File: src/rtl/pe_stream_driver.sv
// pe_stream_driver
// Transmit-side sequencer feeding a single-PE Tile. Each accepted command
// emits one preload beat carrying the bias d. It then streams len operand
// pairs from a ready/valid queue, and finally idles for DRAIN_CYCLES so the PE
// pipeline flushes. The propagate bit toggles once per command.
//
// Ports
//   clock, reset        sole clock; synchronous active-high reset
//   cmd_valid/ready     command handshake (ready decoded from state only)
//   cmd_len/shift/d     command length, shift and preload bias
//   op_valid/ready      operand handshake (ready decoded from state only)
//   op_a, op_b          activation / weight operand pair
//   out_a/b/d           registered Tile io_in_a_0 / io_in_b_0 / io_in_d_0
//   out_propagate       registered io_in_control_0_propagate
//   out_shift           registered io_in_control_0_shift
//   out_valid           registered io_in_valid_0
//   busy                registered, high whenever the FSM is not in IDLE
//   done                registered one-cycle pulse on command completion
//
// state   | meaning
// --------+-----------------------------------------------------------------
// IDLE    | cmd_ready=1; an accept loads the preload beat into out_* (PRELOAD)
// PRELOAD | not resident: the beat is loaded on the accept edge so that
//         | STREAM (or DRAIN when len=0) is already active one cycle later
// STREAM  | op_ready=1; each accepted pair becomes the next out_* beat
// DRAIN   | out_valid=0 for DRAIN_CYCLES, then IDLE with done=1
module pe_stream_driver #(
    parameter int DBITS        = 32,
    parameter int K_MAX        = 16,
    parameter int DRAIN_CYCLES = 2
) (
    input  logic             clock,
    input  logic             reset,
    input  logic             cmd_valid,
    output logic             cmd_ready,
    input  logic [4:0]       cmd_len,
    input  logic [4:0]       cmd_shift,
    input  logic [DBITS-1:0] cmd_d,
    input  logic             op_valid,
    output logic             op_ready,
    input  logic [7:0]       op_a,
    input  logic [18:0]      op_b,
    output logic [7:0]       out_a,
    output logic [18:0]      out_b,
    output logic [DBITS-1:0] out_d,
    output logic             out_propagate,
    output logic [4:0]       out_shift,
    output logic             out_valid,
    output logic             busy,
    output logic             done
);

    typedef enum logic [1:0] {
        IDLE   = 2'd0,
        STREAM = 2'd1,
        DRAIN  = 2'd2
    } state_t;

    localparam logic [4:0] K_MAX_L    = 5'(K_MAX);
    localparam logic [3:0] DRAIN_LOAD = 4'(DRAIN_CYCLES - 1);

    state_t           state_q, state_d;
    logic [4:0]       len_q, len_d;
    logic [4:0]       beat_q, beat_d;
    logic [3:0]       drain_q, drain_d;
    logic [7:0]       out_a_q, out_a_d;
    logic [18:0]      out_b_q, out_b_d;
    logic [DBITS-1:0] out_d_q, out_d_d;
    logic             prop_q, prop_d;
    logic [4:0]       shift_q, shift_d;
    logic             valid_q, valid_d;
    logic             busy_q, busy_d;
    logic             done_q, done_d;

    logic [4:0]       len_eff;
    logic [4:0]       beat_inc;

    assign len_eff  = (cmd_len > K_MAX_L) ? K_MAX_L : cmd_len;
    assign beat_inc = beat_q + 5'd1;

    always_ff @(posedge clock) begin
        if (reset) begin
            state_q <= IDLE;
            len_q   <= '0;
            beat_q  <= '0;
            drain_q <= '0;
            out_a_q <= '0;
            out_b_q <= '0;
            out_d_q <= '0;
            prop_q  <= 1'b0;
            shift_q <= '0;
            valid_q <= 1'b0;
            busy_q  <= 1'b0;
            done_q  <= 1'b0;
        end else begin
            state_q <= state_d;
            len_q   <= len_d;
            beat_q  <= beat_d;
            drain_q <= drain_d;
            out_a_q <= out_a_d;
            out_b_q <= out_b_d;
            out_d_q <= out_d_d;
            prop_q  <= prop_d;
            shift_q <= shift_d;
            valid_q <= valid_d;
            busy_q  <= busy_d;
            done_q  <= done_d;
        end
    end

    always_comb begin
        state_d = state_q;
        len_d   = len_q;
        beat_d  = beat_q;
        drain_d = drain_q;
        out_a_d = '0;
        out_b_d = '0;
        out_d_d = '0;
        prop_d  = prop_q;
        shift_d = shift_q;
        valid_d = 1'b0;
        done_d  = 1'b0;

        case (state_q)
            IDLE: begin
                if (cmd_valid) begin
                    len_d   = len_eff;
                    shift_d = cmd_shift;
                    prop_d  = ~prop_q;
                    beat_d  = '0;
                    valid_d = 1'b1;
                    out_d_d = cmd_d;
                    if (len_eff == 5'd0) begin
                        state_d = DRAIN;
                        drain_d = DRAIN_LOAD;
                    end else begin
                        state_d = STREAM;
                    end
                end
            end
            STREAM: begin
                if (op_valid) begin
                    valid_d = 1'b1;
                    out_a_d = op_a;
                    out_b_d = op_b;
                    beat_d  = beat_inc;
                    if (beat_inc == len_q) begin
                        state_d = DRAIN;
                        drain_d = DRAIN_LOAD;
                        beat_d  = '0;
                    end
                end
            end
            DRAIN: begin
                // Down-counter: terminal count 0 ends the drain window.
                if (drain_q == 4'd0) begin
                    state_d = IDLE;
                    done_d  = 1'b1;
                end else begin
                    drain_d = drain_q - 4'd1;
                end
            end
            default: begin
                state_d = IDLE;
            end
        endcase

        busy_d = (state_d != IDLE);
    end

    assign cmd_ready     = (state_q == IDLE);
    assign op_ready      = (state_q == STREAM);
    assign out_a         = out_a_q;
    assign out_b         = out_b_q;
    assign out_d         = out_d_q;
    assign out_propagate = prop_q;
    assign out_shift     = shift_q;
    assign out_valid     = valid_q;
    assign busy          = busy_q;
    assign done          = done_q;

endmodule

File: config.mk
export PLATFORM = sky130hd
export DESIGN_NAME = pe_stream_driver
export DESIGN_NICKNAME = d
export VERILOG_FILES = /design/src/rtl/pe_stream_driver.sv
export SDC_FILE = /design/constraint.sdc
export NUM_CORES = 1
export LEC_CHECK = 0
export ABC_AREA = 1
export CAP_MARGIN = 20
export CELL_PAD_IN_SITES_DETAIL_PLACEMENT = 1
export CELL_PAD_IN_SITES_GLOBAL_PLACEMENT = 2
export CORE_MARGIN = 2
export CORE_UTILIZATION = 22
export DETAILED_ROUTE_END_ITERATION = 6
export PLACE_DENSITY_LB_ADDON = 0.25
export SYNTH_ARGS = -nofsm -noshare
export SYNTH_HDL_FRONTEND = slang
export SYNTH_SLANG_ARGS = --single-unit
export TNS_END_PERCENT = 20
File: constraint.sdc
create_clock -name clock -period 2.1 [get_ports clock]
set_clock_uncertainty 0.2 [all_clocks]
set_input_delay 0.21 -clock clock [delete_from_list [all_inputs] [get_ports clock]]
set_output_delay 0.21 -clock clock [all_outputs]
set_load 0.05 [all_outputs]
==> out/qor.csv <==
metric,value,unit
run_status,finished clean,
worst_skew_pair.late_latency,340,ps
initial_utilization,22.4,%
leakage,0.00219,uW
fp.dieW,120,um
final_nets,580,
timing.final.max_slew_violations,0,
power_density,904,nW/um2
numClockSinks,84,
layout.core_utilization,37.3,%
post-synth-top-area-fraction,57.1,%
cp_num_buf_inv,1,
first_pass_iters,4,
dominantRegCellSynth,dfxtp_1,
count_of_cell_types_in_the_netlist,27,
critical_path.slowest_cell,clkdlybuf4s50_1,
hold_depth,3,
grt_first_pass_wirelength,14600,um
grt_setup_unrepaired,no,
postRouteWirelength,9160,um
drt-initial-drc-count,62,
synthesis.nets,429,
worstReg2RegEnd,drain_q[2],
floorplan.core_area,13100,um2
hold_buffers,0,
avgViaCountPerCell,3.96,
synth_area_leaders,"dfxtp_1 (57%), nor2_1 (9.9%), inv_1 (9.4%), nand2_1 (3.3%), nand3_1 (2.7%)",
vias,2710,
setup_violations,0,
reg2reg_setup_slack,260,ps
synthesis.yosys.warnings,0,
placement_rows,42,
postCtsResizedCells,0,
synth_edf_count,0,
critPathRequiredTime,1690,ps
place_congestion,0.766,
finalCriticalPeriod,1920,ps
drive_above_1_share,8.84,%
synth_seq_area_share,57.1,%
worstPathCellList,clkdlybuf4s50_1,
first_global_vias,2873,
r2r-start,beat_q[1],
synthDominantAreaCellType,dfxtp_1,
cts-root-buf,clkbuf_16,
postSynthAreaPerCell,8.34,um2
number_of_hold_violations_in_the_final_report,0,
post_drt_wl_per_cell,13.4,um
worstHoldStart,cmd_d[30],
post_syn_area,2940,um2
antenna_found_initial,0,
grt.overflow.total,0,
drt.antenna.violating_nets,0,
design.die.area,14300,um2
irDropWorstVdd,0.384,mV
postSynthRegisterBits,84,
max_clock_freq,521,MHz
timing_worst_setup_path_type,flop to output pin,
numPortBuffers,142,
slew_hr,62.5,%
post_cts_repair_setup_buffers,0,
tns,0,ps
maxUsedRoutingLayer,met4,
family_with_the_most_delay_on_the_worst_path,buffers and inverters,
top_fanout_value_on_the_critical_path,2,
num-fill-cells,1549,
htree_levels,3,
worst_ep_arrival_time,1510,ps
tritoncts_clock_tree,built,
antenna_cells,0,
grt_usage,13.4,%
max_cap_violations,0,
tightestPinTransition,561,ps
syn_inst_count,353,
layout_worst_path_cycle_share,91.5,%
die_height,120,um
postSynth.asyncResetShare,0,%
cts_max_path_buffers,2,
worstHoldPathType,input port to flop,
setup.worst_path.start_class,flop,
clk_pin_slew,60,ps
drc,0,
met2_length,4500,um
io-pin-count,143,
min_delay_worst_endpoint,out_d[30],
place_hpwl,6950,um
detail_route.wirelength.met1,3540,um
area_delta_synth_final,66.5,%
maximum_number_of_pins_on_one_net_before_global_route_repair,36,
met3WireLength,877,um
crit_path_max_incr_delay,850,ps
critPathCaptureType,output pin,
cts_inserted_buffers,9,
logic_depth_of_the_worst_register_to_register_path,11,
-- cell families after synthesis --
kind of cell,Yosys count,synth area share (%)
flops,84,57.1
compound gates,28,5.40
xor+xnor,5,1.49
simple gates,146,22.8
fa+ha+maj,3,1.28
buf+inv,87,11.9
-- state kept, by name, indices dropped and copies added (netlist names) --
| register | flops |
|---|---|
| done | 1 |
| out_b | 19 |
| busy | 1 |
| out_a | 8 |
| out_propagate | 1 |
| len_q | 5 |
| drain_q | 4 |
| out_valid | 1 |
| state_q | 2 |
| out_shift | 5 |
| out_d | 32 |
| beat_q | 5 |
-- synth_stat cells, drive strengths merged (3+ instances only) --
| cell type | count |
|---|---|
| xnor2 | 3 |
| nand4 | 9 |
| buf | 6 |
| nand2 | 34 |
| dfxtp | 84 |
| nor2 | 83 |
| ha | 3 |
| nand3 | 17 |
| clkbuf | 3 |
| a21oi | 13 |
| inv | 78 |
| o21ai | 12 |
-- how the worst max path moves through the flow --
stage,start,end,cells past startpoint
after floorplan,beat_q[0],beat_q[0],8
after global placement,cmd_len[4],drain_q[1],9
after detailed placement,cmd_len[4],drain_q[2],7
after CTS,out_shift[4],out_shift[4],1
after global routing,out_shift[2],out_shift[2],1
final,out_shift[2],out_shift[2],1
-- layout by cell type (no fill, tap or decap) --
| master | synthesis | routed |
|---|---|---|
| nand4_1 | 9 | 9 |
| inv_6 | 0 | 1 |
| nand2_4 | 2 | 2 |
| nand3_1 | 16 | 16 |
| o21ai_0 | 11 | 11 |
| dfxtp_1 | 84 | 84 |
| xor2_1 | 2 | 2 |
| bufinv_16 | 0 | 1 |
| nand3_4 | 1 | 1 |
| nand2_2 | 6 | 6 |
| inv_1 | 74 | 74 |
| a21oi_1 | 12 | 12 |
| nor2_2 | 1 | 1 |
| nand2_1 | 26 | 26 |
| nor2_4 | 4 | 4 |
| nor2_1 | 78 | 78 |
| o21ai_1 | 1 | 1 |
| clkinv_2 | 0 | 1 |
| o21a_1 | 1 | 1 |
| or2_2 | 1 | 1 |
| nor3_1 | 2 | 2 |
| xnor2_1 | 3 | 3 |
| a21oi_4 | 1 | 1 |
| buf_12 | 0 | 1 |
| clkbuf_16 | 0 | 9 |
| clkbuf_8 | 0 | 2 |
| buf_4 | 1 | 8 |
| clkinvlp_4 | 0 | 2 |
| ha_1 | 3 | 3 |
| clkdlybuf4s50_1 | 0 | 140 |
| a211oi_1 | 2 | 2 |
| inv_2 | 4 | 4 |
-- where the power goes --
group	switching, uW	internal (uW)
Combinational	638	392
Clock	660	988
Sequential	52.7	1700
Total	1350	3080
-- through the flow --
| stage | worst slack, ps | power, uW | area, um2 | instances | hold slack, ps |
|---|---|---|---|---|---|
| after floorplan | 363 | 2410 | 2940 | 353 | 88.5 |
| after global placement | 229 | 2810 | 4590 | 669 | 266 |
| after detailed placement | 132 | 2830 | 4590 | 669 | 277 |
| after CTS | 148 | 4510 | 4900 | 685 | 172 |
| after global routing | 97.7 | 4650 | 4900 | 685 | 185 |
| final | 179 | 4430 | 4900 | 685 | 186 |
-- layout make-up --
| class | count | area [um2] | share of cell area, % |
|---|---|---|---|
| inverters | 78 | 293 | 5.98 |
| clock inverters | 5 | 58.8 | 1.20 |
| repair buffers | 149 | 1480 | 30.2 |
| well taps | 176 | 220 | 4.49 |
| flip-flops and latches | 84 | 1680 | 34.3 |
| clock buffers | 11 | 253 | 5.16 |
| multi-input cells | 182 | 912 | 18.6 |
-- metal layers --
layer	up-vias	global-route usage [%]
met4	0	7.35
li1	1355	-
met5	-	0
met2	82	22.0
met3	17	6.80
met1	1256	13.9
Power figures use the tool's default switching activity.
==> variant, RTL diff (same settings) <==
The 3 states of `state_t` get a one-hot encoding in 3 bits.
--- a/src/rtl/pe_stream_driver.sv
+++ b/src/rtl/pe_stream_driver.sv
@@ -51,8 +51,8 @@
 );
 
-    typedef enum logic [1:0] {
-        IDLE   = 2'd0,
-        STREAM = 2'd1,
-        DRAIN  = 2'd2
+    typedef enum logic [2:0] {
+        IDLE   = 3'b001,
+        STREAM = 3'b010,
+        DRAIN  = 3'b100
     } state_t;
 
Formal check against the unedited RTL: same outputs for any inputs over 10 cycles, from zero or initial values and one cycle with reset high; not proved beyond that.
==> variant against the unedited design <==
Critical path depth is 10 higher; combinational power shrank 34%; worst setup slack worse by 0.034 ns; sequential share of layout area about the same; critical path type is now reg -> reg; first-iteration DRC count is 6.5% lower; core utilization grew 0.20 points; non-clock buffer count shrank 2; power fell by 6.0%; wire length is 4.5% lower; sequential cell count increased by 1; area after synthesis rose by 1.3%; sequential power decreased by 2%; cell area grew 1.3%.
==> variant: results (changes against the unedited design) <==
The fraction of met1 tracks used by global routing is 13.7% (was 13.9%), and the static power due to leakage is 2.18 nW (was 2.19 nW). For the non-filler instance count after layout, the log shows 696 (was 685). The detailed route wirelength on metal3 is 806 µm (was 877 µm).

The met2 routed wirelength was 4.14 mm (was 4.50 mm). The cell family with the largest share of critical-path delay is simple AND/OR/NAND/NOR gates (was buffers and inverters). The maximum number of pins on one net before global-route repair was 34 (was 36); the sequential cell area fraction in the yosys report was 57.1% (about the same). The number of standard cells after synthesis is 365 (was 353).

Wire length of the first global-routing pass: 13.9 mm (was 14.6 mm). The tools report the number of nets in the layout as 590 (was 580). The compound-cell area share of the yosys netlist was 5.75% (was 5.40%); the global-route met2 utilization was 20.3% (was 22.0%). Top post-synthesis cells by count: 85 x sky130_fd_sc_hd__dfxtp_1, 83 x sky130_fd_sc_hd__nor2_1, 81 x sky130_fd_sc_hd__inv_1 (was 84 x sky130_fd_sc_hd__dfxtp_1, 78 x sky130_fd_sc_hd__nor2_1, 74 x sky130_fd_sc_hd__inv_1).

The fraction of the mapped netlist area in adder cells is 0.839% (was 1.28%). The routed wirelength normalized by instance count was 12.6 µm (was 13.4 µm); the share of the synthesized netlist area taken by xor and xnor gates was 0.587% (was 1.49%). The total placed instance area is 4620 µm² (was 4590 µm²). The total global routing track utilization was 12.5% (was 13.4%). The net count after synthesis was 440 (was 429). Stage delay of the slowest cell on the critical path: 0.35 ns (was 0.85 ns).

The tools report the initial detailed-routing violation count as 58 (was 62). The run finished with clean final reports. The placed wire-length estimate after detailed placement is 6.68 mm (was 6.95 mm). The run gives 4960 µm² (was 4900 µm²) as the final non-filler cell area. The cell type of the slowest stage on the worst timing path is sky130_fd_sc_hd__ha_2 (was sky130_fd_sc_hd__clkdlybuf4s50_1).
variant: cell types whose count changed after synthesis, moves of 2 or more:
cell,before,now
sky130_fd_sc_hd__a211oi_1,2,0
sky130_fd_sc_hd__a21oi_1,12,15
sky130_fd_sc_hd__a21oi_2,0,2
sky130_fd_sc_hd__buf_2,3,5
sky130_fd_sc_hd__clkbuf_1,3,1
sky130_fd_sc_hd__inv_1,74,81
sky130_fd_sc_hd__inv_2,4,2
sky130_fd_sc_hd__nand2_1,26,36
sky130_fd_sc_hd__nand2_2,6,4
sky130_fd_sc_hd__nand4_1,9,6
sky130_fd_sc_hd__nor2_1,78,83
sky130_fd_sc_hd__nor2_4,4,1
sky130_fd_sc_hd__o21ai_0,11,8
sky130_fd_sc_hd__xor2_1,2,0
variant: power by group:
group	leakage [nW]	switching, mW	internal, mW
combinational	1.32	0.406	0.275
sequential	0.692	0.0318	1.68
clock	0.164	0.654	1.12
total	2.18	1.09	3.07
variant: worst paths after layout:
path | from | slack (ns) | to
worst max-delay path | beat_q[1] | 0.15 | drain_q[3]
worst min-delay path | cmd_d[22] | 0.19 | out_d[22]
worst max register to register | beat_q[1] | 0.15 | drain_q[3]
worst min register to register | out_propagate | 0.26 | out_propagate
variant: timing repair:
| item | CTS | global route |
|---|---|---|
| hold buffers | 0 | 0 |
| endpoints found under the setup margin | 0 | 4 |
| gates resized for setup | 0 | 3 |
variant: final cells by class:
cell class | instances | area share, %
Tap cell | 176 | 4.44
Timing Repair Buffer | 147 | 29.5
Inverter | 84 | 6.40
Multi-Input combinational cell | 188 | 18.6
Clock buffer | 12 | 5.17
Sequential cell | 85 | 34.3
Clock inverter | 4 | 1.56
